[src/rtl/conv3x3_engine.sv]
// 3x3 convolution engine: scans every interior window of a source image held
// in a registered-read RAM, multiply-accumulates the nine pixels against a
// latched signed kernel, scales/clamps the sum and writes one 8-bit result per
// window into a dense destination RAM.
module conv3x3_engine #(
  parameter int IMG_W  = 64,
  parameter int IMG_H  = 64,
  parameter int ADDR_W = 12
) (
  input  logic              clk,
  input  logic              rst_n,
  input  logic              start,
  input  logic [71:0]       kernel,
  input  logic [3:0]        shift,
  output logic              busy,
  output logic              done,
  output logic              src_r_en,
  output logic [ADDR_W-1:0] src_addr,
  input  logic [7:0]        src_data,
  output logic              dst_w_en,
  output logic [ADDR_W-1:0] dst_addr,
  output logic [7:0]        dst_data
);

  localparam logic [2:0] S_IDLE  = 3'd0;
  localparam logic [2:0] S_FETCH = 3'd1;
  localparam logic [2:0] S_ACC   = 3'd2;
  localparam logic [2:0] S_WRITE = 3'd3;
  localparam logic [2:0] S_DONE  = 3'd4;

  // Address step from the last tap of one kernel row to the first of the next.
  localparam logic [ADDR_W-1:0] ROW_STEP = ADDR_W'(IMG_W - 2);
  localparam logic [ADDR_W-1:0] LAST_COL = ADDR_W'(IMG_W - 3);
  localparam logic [ADDR_W-1:0] LAST_ROW = ADDR_W'(IMG_H - 3);

  // Unsigned pixel times signed coefficient, added into the 20-bit sum.
  function automatic logic signed [19:0] mac(input logic signed [19:0] acc,
                                             input logic [7:0]         px,
                                             input logic signed [7:0]  coef);
    logic signed [16:0] px_s;
    logic signed [16:0] coef_s;
    logic signed [16:0] prod;
    px_s   = $signed({9'b0, px});
    coef_s = {{9{coef[7]}}, coef};
    prod   = px_s * coef_s;
    return acc + {{3{prod[16]}}, prod};
  endfunction

  // Arithmetic right shift (floor) followed by clamping to [0,255].
  function automatic logic [7:0] scale_sat(input logic signed [19:0] sum,
                                           input logic [3:0]         sh);
    logic signed [19:0] t;
    t = sum >>> sh;
    if (t[19])
      return 8'd0;
    else if (t[18:8] != 11'd0)
      return 8'hFF;
    else
      return t[7:0];
  endfunction

  logic [2:0]         state_q,    state_d;
  logic [ADDR_W-1:0]  src_addr_q, src_addr_d;
  logic [ADDR_W-1:0]  base_q,     base_d;
  logic [ADDR_W-1:0]  col_q,      col_d;
  logic [ADDR_W-1:0]  row_q,      row_d;
  logic [ADDR_W-1:0]  dst_addr_q, dst_addr_d;
  logic [7:0]         dst_data_q, dst_data_d;
  logic [3:0]         tap_q,      tap_d;
  logic [1:0]         dx_q,       dx_d;
  logic signed [19:0] acc_q,      acc_d;
  logic [71:0]        kernel_q,   kernel_d;
  logic [3:0]         shift_q,    shift_d;

  logic [3:0]         coef_idx;
  logic signed [7:0]  coef;
  logic signed [19:0] mac_sum;
  logic               last_win;

  // In FETCH the arriving data belongs to the previous tap; in ACC it is tap 8.
  assign coef_idx = (state_q == S_ACC) ? 4'd8 : (tap_q - 4'd1);
  assign coef     = $signed(kernel_q[{coef_idx, 3'b000} +: 8]);
  assign mac_sum  = mac(acc_q, src_data, coef);
  assign last_win = (row_q == LAST_ROW) && (col_q == LAST_COL);

  // Next-state logic for the scan FSM, address counters and datapath.
  always_comb begin
    state_d    = state_q;
    src_addr_d = src_addr_q;
    base_d     = base_q;
    col_d      = col_q;
    row_d      = row_q;
    dst_addr_d = dst_addr_q;
    dst_data_d = dst_data_q;
    tap_d      = tap_q;
    dx_d       = dx_q;
    acc_d      = acc_q;
    kernel_d   = kernel_q;
    shift_d    = shift_q;
    case (state_q)
      S_IDLE: begin
        if (start) begin
          kernel_d   = kernel;
          shift_d    = shift;
          src_addr_d = '0;
          base_d     = '0;
          col_d      = '0;
          row_d      = '0;
          dst_addr_d = '0;
          tap_d      = 4'd0;
          dx_d       = 2'd0;
          state_d    = S_FETCH;
        end
      end
      S_FETCH: begin
        acc_d = (tap_q == 4'd0) ? 20'sd0 : mac_sum;
        if (tap_q == 4'd8) begin
          // Hold the address on the last tap so it never runs past the window.
          state_d = S_ACC;
        end else begin
          tap_d = tap_q + 4'd1;
          if (dx_q == 2'd2) begin
            dx_d       = 2'd0;
            src_addr_d = src_addr_q + ROW_STEP;
          end else begin
            dx_d       = dx_q + 2'd1;
            src_addr_d = src_addr_q + 1'b1;
          end
        end
      end
      S_ACC: begin
        dst_data_d = scale_sat(mac_sum, shift_q);
        state_d    = S_WRITE;
      end
      S_WRITE: begin
        if (last_win) begin
          state_d = S_DONE;
        end else begin
          state_d    = S_FETCH;
          tap_d      = 4'd0;
          dx_d       = 2'd0;
          dst_addr_d = dst_addr_q + 1'b1;
          if (col_q == LAST_COL) begin
            // Skip the two right-edge origins to reach the next row start.
            col_d      = '0;
            row_d      = row_q + 1'b1;
            base_d     = base_q + ADDR_W'(3);
            src_addr_d = base_q + ADDR_W'(3);
          end else begin
            col_d      = col_q + 1'b1;
            base_d     = base_q + 1'b1;
            src_addr_d = base_q + 1'b1;
          end
        end
      end
      S_DONE: begin
        state_d = S_IDLE;
      end
      default: begin
        state_d = S_IDLE;
      end
    endcase
  end

  // Control and output registers; reset abandons any frame in flight.
  always_ff @(posedge clk or negedge rst_n) begin
    if (!rst_n) begin
      state_q    <= S_IDLE;
      src_addr_q <= '0;
      base_q     <= '0;
      col_q      <= '0;
      row_q      <= '0;
      dst_addr_q <= '0;
      dst_data_q <= 8'd0;
      tap_q      <= 4'd0;
      dx_q       <= 2'd0;
    end else begin
      state_q    <= state_d;
      src_addr_q <= src_addr_d;
      base_q     <= base_d;
      col_q      <= col_d;
      row_q      <= row_d;
      dst_addr_q <= dst_addr_d;
      dst_data_q <= dst_data_d;
      tap_q      <= tap_d;
      dx_q       <= dx_d;
    end
  end

  // Accumulator and latched frame settings carry no reset; they are
  // (re)initialised by start and by tap 0 of every window.
  always_ff @(posedge clk) begin
    acc_q    <= acc_d;
    kernel_q <= kernel_d;
    shift_q  <= shift_d;
  end

  assign busy     = (state_q == S_FETCH) || (state_q == S_ACC) || (state_q == S_WRITE);
  assign done     = (state_q == S_DONE);
  assign src_r_en = (state_q == S_FETCH);
  assign src_addr = src_addr_q;
  assign dst_w_en = (state_q == S_WRITE);
  assign dst_addr = dst_addr_q;
  assign dst_data = dst_data_q;

endmodule

[config.mk]
export PLATFORM = sky130hd
export DESIGN_NAME = conv3x3_engine
export DESIGN_NICKNAME = d
export VERILOG_FILES = /design/src/rtl/conv3x3_engine.sv
export SDC_FILE = /design/constraint.sdc
export NUM_CORES = 1
export LEC_CHECK = 0
export CAP_MARGIN = 25
export CORE_ASPECT_RATIO = 0.8
export CORE_MARGIN = 2
export CORE_UTILIZATION = 25
export CTS_CLUSTER_SIZE = 30
export DETAILED_ROUTE_END_ITERATION = 8
export HOLD_SLACK_MARGIN = 0.06
export PLACE_DENSITY = 0.49
export SYNTH_ARGS = -nofsm -noshare
export SYNTH_HDL_FRONTEND = slang
export SYNTH_SLANG_ARGS = --single-unit
[constraint.sdc]
create_clock -name clk -period 13.4 [get_ports clk]
set_input_delay 3.35 -clock clk [delete_from_list [all_inputs] [get_ports clk]]
set_output_delay 3.35 -clock clk [all_outputs]
set_load 0.02 [all_outputs]
======== Word-level counts from Yosys, hierarchy flattened ========
Index checks and enable logic that the tools add are counted.
word-level totals
  flip-flop bits (word level) ............. 173
  word-level logic and storage cells ...... 83
  output and inout bits ................... 36
  memories ................................ 0
  memory bits (read-only) ................. 0
  bits in latches ......................... 0
  memory bits (writable) .................. 0
cells by class
  equality and inequality tests ........... 13
  muxes and demuxes ....................... 31
  add/subtract/negate cells ............... 11
  bitwise operators ....................... 0
  divide/modulo/power cells ............... 0
  $mul .................................... 1
  shifts and indexed selects .............. 2
  reduce and logical (&&, ||, !) cells .... 13
  magnitude comparators ................... 0
operators by type and width
  operator                                         number
  two-way mux 12 bit                               10
  one-hot mux 12 bit (2 select lines)              4
  indexed part select 72 x 8 -> 8 bit              1
  adder 12 x 1 -> 12 bit (second input constant)   5
  one-hot mux 12 bit (3 select lines)              1
  == test 12 x 6 -> 1 bit (second input constant)  2
  adder 20 bit                                     1
  >>> shifter 20 x 4 -> 20 bit                     1
  multiplier 9 x 8 -> 17 bit                       1
  two-way mux 4 bit                                4
  two-way mux 8 bit                                2
  adder 12 x 2 -> 12 bit (second input constant)   1
  adder 12 x 6 -> 12 bit (second input constant)   1
  one-hot mux 3 bit (4 select lines)               1
  one-hot mux 4 bit (3 select lines)               1
  nonzero test 11 bit                              1
  two-way mux 3 bit                                3
  two-way mux 2 bit                                4
  AND reduction 4 bit                              2
  == test 3 x 2 -> 1 bit (second input constant)   2
  inequality test 2 bit (second input constant)    3
  one-hot mux 2 bit (3 select lines)               1
  adder 4 x 1 -> 4 bit (second input constant)     1
  == test 4 bit (second input constant)            1
  other kinds (14)                                 17

======== Longest topological paths before layout ========
Gate-level depths: netlist (run 1).
  depth after elaboration ................. 9
  mapped depth ............................ 42

======== Least setup slack after synthesis (run 1) ========
No wires, ideal clock.
  path type ............................... input-to-reg
  start point ............................. input port src_data[0]
  end point ............................... register dst_data_q[0], in the netlist dst_data[0]
  buffers on the path ..................... 0
  data arrival time ....................... 9.833 ns
  path slack .............................. 3.443 ns
  stages on the path ...................... 28
  path through ............................ or2_2 > fa_1 > fa_1 > inv_1 > fa_1 > inv_1 > fa_1 > inv_1 > ha_1 > inv_1 > o21bai_1 > a21oi_1 > o21bai_1 > a21oi_1 > o21ai_0 > o41ai_1 > xnor2_1 > ha_1 > o21ai_2 > o211a_2 > a2111oi_4 > nand3_4 > o211a_1 > a222oi_1 > nor3_1 > and4b_1 > a41oi_4 > a211o_1
between the ends
  longest elaborated chain between the ends .. 6
ends and longest elaborated chain
  item                            line  text
  from (decl)                     19    input logic [7:0] src_data,
  multiplier 9 x 8 -> 17 bit *    45    prod = px_s * coef_s;
  adder 20 bit *                  46    return acc + {{3{prod[16]}}, prod};
  >>> shifter 20 x 4 -> 20 bit *  53    t = sum >>> sh;
  nonzero test 11 bit             56    else if (t[18:8] != 11'd0)
  two-way mux 8 bit               56
  two-way mux 8 bit *             54    if (t[19])
  to (signal assigned)            184   dst_data_q <= dst_data_d;
  to (decl)                       68    logic [7:0] dst_data_q, dst_data_d;
Mark *: on every way between the ends. The rest lies on a longest branch, timed or not.
A chain may end at the register's enable or synchronous reset.

======== Worst setup path after layout (run 1) ========
  start point ............................. input port src_data[0]
  end point ............................... register dst_data_q[3], in the netlist dst_data[3]
The elaborated chain is that of the path after synthesis.

==> results.py, run 1 <==
metrics = {
    "setup_path": {
        "startpoint_type": "primary input",
        "cpPeakStageDelay_ns": 0.55,
        "reg2reg_slack_ns": 2.55,
        "timing.critical_path.to_type": "flop",
        "critical_path.slowest_cell": "sky130_fd_sc_hd__fa_1",
        "cp.buffers_inverters": 5,
        "crit-reg2reg-capture": "dst_data[3]$_DFFE_PN0P_",
        "cp_top_delay_family": "compound AO/OA/AOI/OAI gates",
        "cp.arrival_ns": 11.35,
        "critical_path_required_ns": 13.73,
        "worstPathMaxFanout": 13,
        "path_class": "primary input to flop",
        "reg2regPathDepth": 35,
        "r2r-start": "tap_q[0]$_DFFE_PN0P_",
    },
    "finish": {
        "layout-drive-gt1-share_pct": 5.936,
        "area.growth.synth_to_final_pct": 20.43,
        "insertedDiodeCount": 0,
        "fillerInstances": 5014,
        "area.sequential_um2": 4810,
        "multi_input_comb_area_um2": 7004,
        "design.final.nets": 1604,
        "final_cells": 2044,
    },
    "synth": {
        "synth_simple_gate_area_share_pct": 19.00,
        "number_of_distinct_standard_cells_referenced_by_the_synthesized_netlist": 86,
        "yosys-mux-area-fraction_pct": 2.107,
        "synth.ff_latch_count": 173,
        "post_synth_instance_area_um2": 12350,
        "synth_fa_ha_area_share_pct": 14.02,
        "synth-xor-area-share_pct": 4.254,
        "synth_compound_area_share_pct": 17.23,
        "yosysWarningCount": 0,
        "synthFlopType": "sky130_fd_sc_hd__edfxtp_1",
        "synth-seq-area-share_pct": 38.94,
        "synth_top_family_by_area": "simple AND/OR/NAND/NOR gates",
        "synthArstFlopShare_pct": 44.51,
        "postSynthNetCount": 1497,
        "synth_cells": 1295,
        "synth-edff-count": 96,
        "synth.avg_cell_area_um2": 9.538,
    },
    "clocking": {
        "clk_pin_slew_worst_paths_ns": 0.07,
        "clock_tree.htree_level_count": 4,
        "cts_tree": "built",
        "numClockSinks": 173,
        "ctsHoldBuffers": 0,
        "cts_post_setup_buffers_inserted": 0,
        "tritoncts.num_buffers": 17,
        "clk_latency_ns": 0.46,
        "root_driver": "sky130_fd_sc_hd__clkbuf_16",
        "cts.repair.resized": 0,
        "clock_path_buffers": 2,
    },
    "routing": {
        "detail_route.wirelength_mm": 34.57,
        "firstDrtPassIters": 5,
        "drc": 0,
        "drt.antenna.violating_nets": 0,
        "num_vias": 10030,
        "detailroute.wirelength.met2_mm": 15.25,
        "initialDrtViolationCount": 662,
        "met3RoutedLength_mm": 1.556,
        "routed_wire_length_per_instance_um": 16.91,
        "post_drt_via_cell_ratio": 4.905,
        "metal_1_wl_mm": 17.40,
        "dr.max_layer_used": "met4",
    },
    "timing": {
        "finClkSkew_ns": 0.02472,
        "finalHoldViolations": 0,
        "fmaxAchievable_mhz": 90.75,
        "report.final.slew_viol_count": 0,
        "final_cycle_utilization_of_the_critical_path_pct": 82.24,
        "finalSetupViolations": 0,
        "worst_slack_ns": 2.380,
        "fin_setup_tns_ns": 0,
        "finalWorstPathRequiredPeriod_ns": 11.02,
        "tightest_slew_ns": 0.9914,
        "rsz_0062_raised_after_global_routing": "false",
        "max_slew_margin_pct": 33.21,
        "finalHoldWorstSlack_ns": 0.4781,
    },
    "global_route": {
        "antenna_found_initial": 0,
        "grt_overflow_total": 0,
        "maximum_number_of_pins_on_one_net_before_global_route_repair": 78,
        "grt_pass1_vias": 9896,
        "wire_length_of_the_first_global_routing_pass_mm": 55.72,
        "grt_usage_pct": 13.79,
    },
    "die": {
        "core_area_um2": 48560,
        "start_util_pct": 25.44,
        "floorplan.die.width_um": 252.5,
        "design.die.area_um2": 51210,
        "die_h_um": 202.8,
        "row_count": 72,
        "floorplan.io_pins": 123,
    },
    "flow_run": {
        "maxCapViolations": 0,
    },
    "placement": {
        "dp.final_hpwl_mm": 26.02,
        "portBuffers": 122,
        "finalWeightedCongestion": 0.8266,
        "placed_cells": 2010,
        "place_worst_setup_slack_ns": 1.985,
    },
    "worst_hold_path": {
        "holdPathEnd": "col_q[5]$_DFFE_PN0P_",
        "holdCritStartpoint": "col_q[5]$_DFFE_PN0P_",
        "hold_path.class": "flop to flop",
        "hold_depth": 1,
    },
    "outcome": {
        "run_status": "finished, final reports clean",
    },
}
==> synth_stat cells, types with 4 or more instances <==
| cell type | n | area, µm² |
|---|---|---|
| sky130_fd_sc_hd__o32a_1 | 4 | 40.04 |
| sky130_fd_sc_hd__o221ai_1 | 4 | 35.03 |
| sky130_fd_sc_hd__nor2b_1 | 21 | 131.4 |
| sky130_fd_sc_hd__nand3_1 | 32 | 160.2 |
| sky130_fd_sc_hd__nor2_1 | 131 | 491.7 |
| sky130_fd_sc_hd__o21ai_0 | 71 | 355.3 |
| sky130_fd_sc_hd__ha_1 | 76 | 950.9 |
| sky130_fd_sc_hd__nor3b_1 | 5 | 37.54 |
| sky130_fd_sc_hd__xor2_1 | 30 | 262.8 |
| sky130_fd_sc_hd__buf_2 | 4 | 20.02 |
| sky130_fd_sc_hd__nand4_1 | 15 | 93.84 |
| sky130_fd_sc_hd__o21a_1 | 4 | 30.03 |
| sky130_fd_sc_hd__inv_1 | 87 | 326.6 |
| sky130_fd_sc_hd__nor4b_1 | 5 | 43.79 |
| sky130_fd_sc_hd__mux2i_1 | 17 | 170.2 |
| sky130_fd_sc_hd__a211oi_1 | 23 | 172.7 |
| sky130_fd_sc_hd__a21o_1 | 14 | 105.1 |
| sky130_fd_sc_hd__xnor2_1 | 30 | 262.8 |
| sky130_fd_sc_hd__nand2_1 | 129 | 484.2 |
| sky130_fd_sc_hd__o31ai_1 | 5 | 37.54 |
| sky130_fd_sc_hd__o211a_1 | 5 | 50.05 |
| sky130_fd_sc_hd__a22oi_1 | 7 | 52.55 |
| sky130_fd_sc_hd__and3_1 | 22 | 137.6 |
| sky130_fd_sc_hd__a221o_1 | 5 | 50.05 |
| sky130_fd_sc_hd__nor3_1 | 22 | 110.1 |
| sky130_fd_sc_hd__a31oi_1 | 16 | 100.1 |
| sky130_fd_sc_hd__clkbuf_1 | 41 | 153.9 |
| sky130_fd_sc_hd__a221oi_1 | 10 | 87.58 |
| sky130_fd_sc_hd__a21oi_1 | 66 | 330.3 |
| sky130_fd_sc_hd__o22ai_1 | 10 | 62.56 |
| sky130_fd_sc_hd__or3_1 | 8 | 50.05 |
| sky130_fd_sc_hd__edfxtp_1 | 96 | 2883 |
| sky130_fd_sc_hd__nand2b_1 | 15 | 93.84 |
| sky130_fd_sc_hd__dfrtp_1 | 77 | 1927 |
| sky130_fd_sc_hd__o211ai_1 | 9 | 67.56 |
| sky130_fd_sc_hd__a32oi_1 | 5 | 43.79 |
| sky130_fd_sc_hd__fa_1 | 39 | 780.8 |
| sky130_fd_sc_hd__nor4_1 | 7 | 43.79 |
| sky130_fd_sc_hd__and2_1 | 47 | 294.0 |
| sky130_fd_sc_hd__a211o_1 | 4 | 35.03 |
==> routing by layer <==
metal	global-route usage, %	vias up
met1	20.59	4904
met3	2.295	25
met4	3.107	0
met5	0	-
li1	-	4865
met2	20.67	232
==> layout by cell type (no fill, tap or decap), types with 21 or more instances in the layout <==
master / instances
sky130_fd_sc_hd__a211oi_1: 23
sky130_fd_sc_hd__and2_1: 47
sky130_fd_sc_hd__xnor2_1: 30
sky130_fd_sc_hd__nor3_1: 22
sky130_fd_sc_hd__ha_1: 76
sky130_fd_sc_hd__xor2_1: 30
sky130_fd_sc_hd__a21oi_1: 66
sky130_fd_sc_hd__nand2_1: 129
sky130_fd_sc_hd__o21ai_0: 71
sky130_fd_sc_hd__edfxtp_1: 96
sky130_fd_sc_hd__and3_1: 22
sky130_fd_sc_hd__inv_1: 87
sky130_fd_sc_hd__dfrtp_1: 77
sky130_fd_sc_hd__nand3_1: 32
sky130_fd_sc_hd__nor2b_1: 21
sky130_fd_sc_hd__clkdlybuf4s50_1: 121
sky130_fd_sc_hd__nor2_1: 131
sky130_fd_sc_hd__fa_1: 39
==> flip-flops by register name, indices dropped and copies added, names as in the netlist <==
| name | count |
|---|---|
| kernel_q | 72 |
| acc_q | 20 |
| base_q | 12 |
| col_q | 12 |
| dst_addr | 12 |
| row_q | 12 |
| src_addr | 12 |
| dst_data | 8 |
| shift_q | 4 |
| tap_q | 4 |
| state_q | 3 |
| dx_q | 2 |
==> final cells by class <==
type                    instances  area share (%)
well taps                     629           5.291
clock buffers                  17           2.860
flip-flops and latches        173           32.33
inverters                      89           2.246
repair buffers                139           9.185
multi-input cells             982           47.09
clock inverters                15           1.001
==> kinds of logic after synthesis <==
kind of cell | after synthesis
xor gates and xnor gates | 60
buffers and inverters | 140
and+or+nand+nor | 480
adders and majority gates | 115
AOI/OAI and AO/OA | 305
muxes | 22
DFF | 173
==> stage by stage <==
| stage | utilization [%] | area [µm²] |
|---|---|---|
| 3_5_place_dp | 29.38 | 14270 |
| 2_1_floorplan | - | 12350 |
| 6_report | 30.64 | 14880 |
| 3_3_place_gp | 29.38 | 14270 |
| 4_1_cts | 30.56 | 14840 |
| 5_1_grt | 30.64 | 14880 |
==> worst max path at each step <==
stage / end / slack (ns) / cells after the start / startpoint
after floorplan: dst_data[0]$_DFFE_PN0P_ / 3.44 / 28 / src_data[0]
after global placement: dst_data[0]$_DFFE_PN0P_ / 2.15 / 29 / src_data[0]
after detailed placement: dst_data[7]$_DFFE_PN0P_ / 1.99 / 29 / src_data[0]
after CTS: dst_data[3]$_DFFE_PN0P_ / 2.35 / 34 / tap_q[0]$_DFFE_PN0P_
after global routing: dst_data[7]$_DFFE_PN0P_ / 1.52 / 35 / tap_q[0]$_DFFE_PN0P_
final: dst_data[3]$_DFFE_PN0P_ / 2.38 / 29 / src_data[0]
==> worst register-to-register path: cells and delay by family (launching register included) <==
| family | cells | cell delay (ns) |
|---|---|---|
| AND/OR/NAND/NOR | 5 | 1.68 |
| AO/OA/AOI/OAI | 17 | 4.42 |
| adder cells (fa/ha/maj) | 7 | 3.29 |
| buffers and inverters | 5 | 0.72 |
| flip-flops | 1 | 0.50 |
| XOR/XNOR | 1 | 0.12 |
Power of run 1 is not shown: default switching activity piles up to over one toggle a cycle in this logic, so the estimate is an artifact.
==> inputs of run 2 (changes only) <==
clock period = 11.25 ns   (was 13.4 ns; I/O delays follow)
==> run 2 against run 1 <==
  * Count of clock-buffer cells in the layout rose by 2
  * Die area did not move
  * Flip-flop and latch count did not move
  * Critical endpoint unchanged
  * Highest routed layer unchanged
==> results.py, run 2 (synthesis gave the netlist of run 1 again) <==
metrics = {
    "outcome": {
        "run_status": "finished, final reports clean",
    },
    "timing": {
        "rsz_0062_raised_after_global_routing": "false",
        "final_cycle_utilization_of_the_critical_path_pct": 93.12,
        "finalWorstPathRequiredPeriod_ns": 10.48,
        "finClkSkew_ns": 0.01787,
        "fmaxAchievable_mhz": 95.45,
        "max_slew_margin_pct": 34.74,
        "tightest_slew_ns": 0.9789,
        "report.final.slew_viol_count": 0,
        "fin_setup_tns_ns": 0,
        "finalHoldViolations": 0,
        "finalSetupViolations": 0,
    },
    "setup_path": {
        "path_class": "flop to flop",
        "critical_path.slowest_cell": "sky130_fd_sc_hd__or3b_2",
        "timing.critical_path.mode_cell": "sky130_fd_sc_hd__fa_1",
        "cp.arrival_ns": 10.80,
        "timing.critical_path.to_type": "flop",
        "startpoint_type": "flop",
        "worstPathMaxFanout": 14,
        "cpPeakStageDelay_ns": 0.70,
        "critical_path_required_ns": 11.58,
    },
    "routing": {
        "firstDrtPassIters": 5,
        "num_vias": 10050,
        "drt.antenna.violating_nets": 0,
        "post_drt_via_cell_ratio": 4.897,
        "routed_wire_length_per_instance_um": 16.83,
        "drc": 0,
        "initialDrtViolationCount": 778,
        "detail_route.wirelength_mm": 34.54,
    },
    "clocking": {
        "clock_path_buffers": 2,
        "numClockSinks": 173,
        "cts_post_setup_buffers_inserted": 0,
        "cts.repair.resized": 0,
        "clk_latency_ns": 0.45,
        "clock_tree.htree_level_count": 4,
        "root_driver": "sky130_fd_sc_hd__clkbuf_16",
        "ctsHoldBuffers": 0,
        "cts_tree": "built",
        "clk_pin_slew_worst_paths_ns": 0.08,
        "tritoncts.num_buffers": 17,
    },
    "die": {
        "core_area_um2": 48560,
        "design.die.area_um2": 51210,
        "floorplan.die.width_um": 252.5,
        "start_util_pct": 25.44,
        "row_count": 72,
        "floorplan.io_pins": 123,
        "die_h_um": 202.8,
    },
    "global_route": {
        "grt_overflow_total": 0,
        "grt_pass1_vias": 9862,
        "wire_length_of_the_first_global_routing_pass_mm": 55.37,
        "grt_usage_pct": 13.71,
        "maximum_number_of_pins_on_one_net_before_global_route_repair": 80,
        "antenna_found_initial": 0,
    },
    "finish": {
        "area.growth.synth_to_final_pct": 20.80,
        "mostFrequentLayoutCell": "sky130_fd_sc_hd__nor2_1",
        "registers.top_by_ff_count": "kernel_q",
        "insertedDiodeCount": 0,
        "layout.cells.most_common_list": "sky130_fd_sc_hd__nor2_1 (131), sky130_fd_sc_hd__nand2_1 (129), sky130_fd_sc_hd__clkdlybuf4s50_1 (121), sky130_fd_sc_hd__edfxtp_1 (96), sky130_fd_sc_hd__inv_1 (87)",
        "regs_by_ff_count": "kernel_q (72), acc_q (20)",
        "largest_register_ff_count": 72,
        "design.final.nets": 1612,
        "layout-drive-gt1-share_pct": 6.325,
    },
    "flow_run": {
        "maxCapViolations": 0,
    },
    "placement": {
        "finalWeightedCongestion": 0.8325,
        "dp.final_hpwl_mm": 26.19,
        "portBuffers": 122,
    },
    "worst_hold_path": {
        "hold_path.class": "flop to flop",
    },
}
[run 2: area by class of cell]
type / count / area [µm²]
well taps: 629 / 787.0
multi-input cells: 982 / 7004
inverters: 89 / 334.1
flip-flops and latches: 173 / 4810
repair buffers: 147 / 1426
fillers: 5051 / 33640
clock buffers: 19 / 454.2
clock inverters: 13 / 105.1
[run 2: metrics by stage]
| stage | util (%) | hold slack [ns] | setup WS [ns] | cells | cell area, µm² |
|---|---|---|---|---|---|
| 2_1_floorplan | - | 0.4375 | 1.831 | 1295 | 12350 |
| 3_3_place_gp | 29.52 | 0.4642 | 0.6953 | 2019 | 14330 |
| 3_5_place_dp | 29.52 | 0.4781 | 0.5884 | 2019 | 14330 |
| 4_1_cts | 30.67 | 0.4911 | 0.8575 | 2051 | 14890 |
| 5_1_grt | 30.73 | 0.5202 | 0.05059 | 2052 | 14920 |
| 6_report | 30.73 | 0.4808 | 0.7736 | 2052 | 14920 |
[run 2: worst max-delay path, delay by kind of cell, from the launching register on]
family | cells | cell delay [ns]
DFF | 1 | 0.55
xor gates and xnor gates | 1 | 0.12
AOI/OAI and AO/OA | 14 | 4.06
muxes | 1 | 0.26
adders and majority gates | 6 | 2.97
and+or+nand+nor | 8 | 2.24
buffers and inverters | 2 | 0.12
[run 2: per-layer routing]
layer	part of all wire [%]	global-route usage [%]	up-vias	wire length [µm]
li1	-	-	4887	-
met3	4.4	2.692	21	1513
met4	0.92	2.451	0	317
met2	44	20.82	210	15300
met1	50	20.25	4930	17410
met5	0	0	-	0
[run 2: path summary, 6_finish.rpt]
| kind | start | end | slack [ns] | cells past startpoint |
|---|---|---|---|---|
| max | state_q[2]$_DFFE_PN0P_ | dst_data[3]$_DFFE_PN0P_ | 0.77 | 32 |
| min | col_q[5]$_DFFE_PN0P_ | col_q[5]$_DFFE_PN0P_ | 0.48 | 1 |
| max reg2reg | state_q[2]$_DFFE_PN0P_ | dst_data[3]$_DFFE_PN0P_ | 0.77 | 32 |
| min reg2reg | col_q[5]$_DFFE_PN0P_ | col_q[5]$_DFFE_PN0P_ | 0.48 | 1 |
| max in group asynchronous | rst_n | base_q[3]$_DFFE_PN0P_ | 8.42 | 2 |
| min in group asynchronous | rst_n | col_q[11]$_DFFE_PN0P_ | 2.24 | 1 |
Power of run 2 is left out for the same reason.
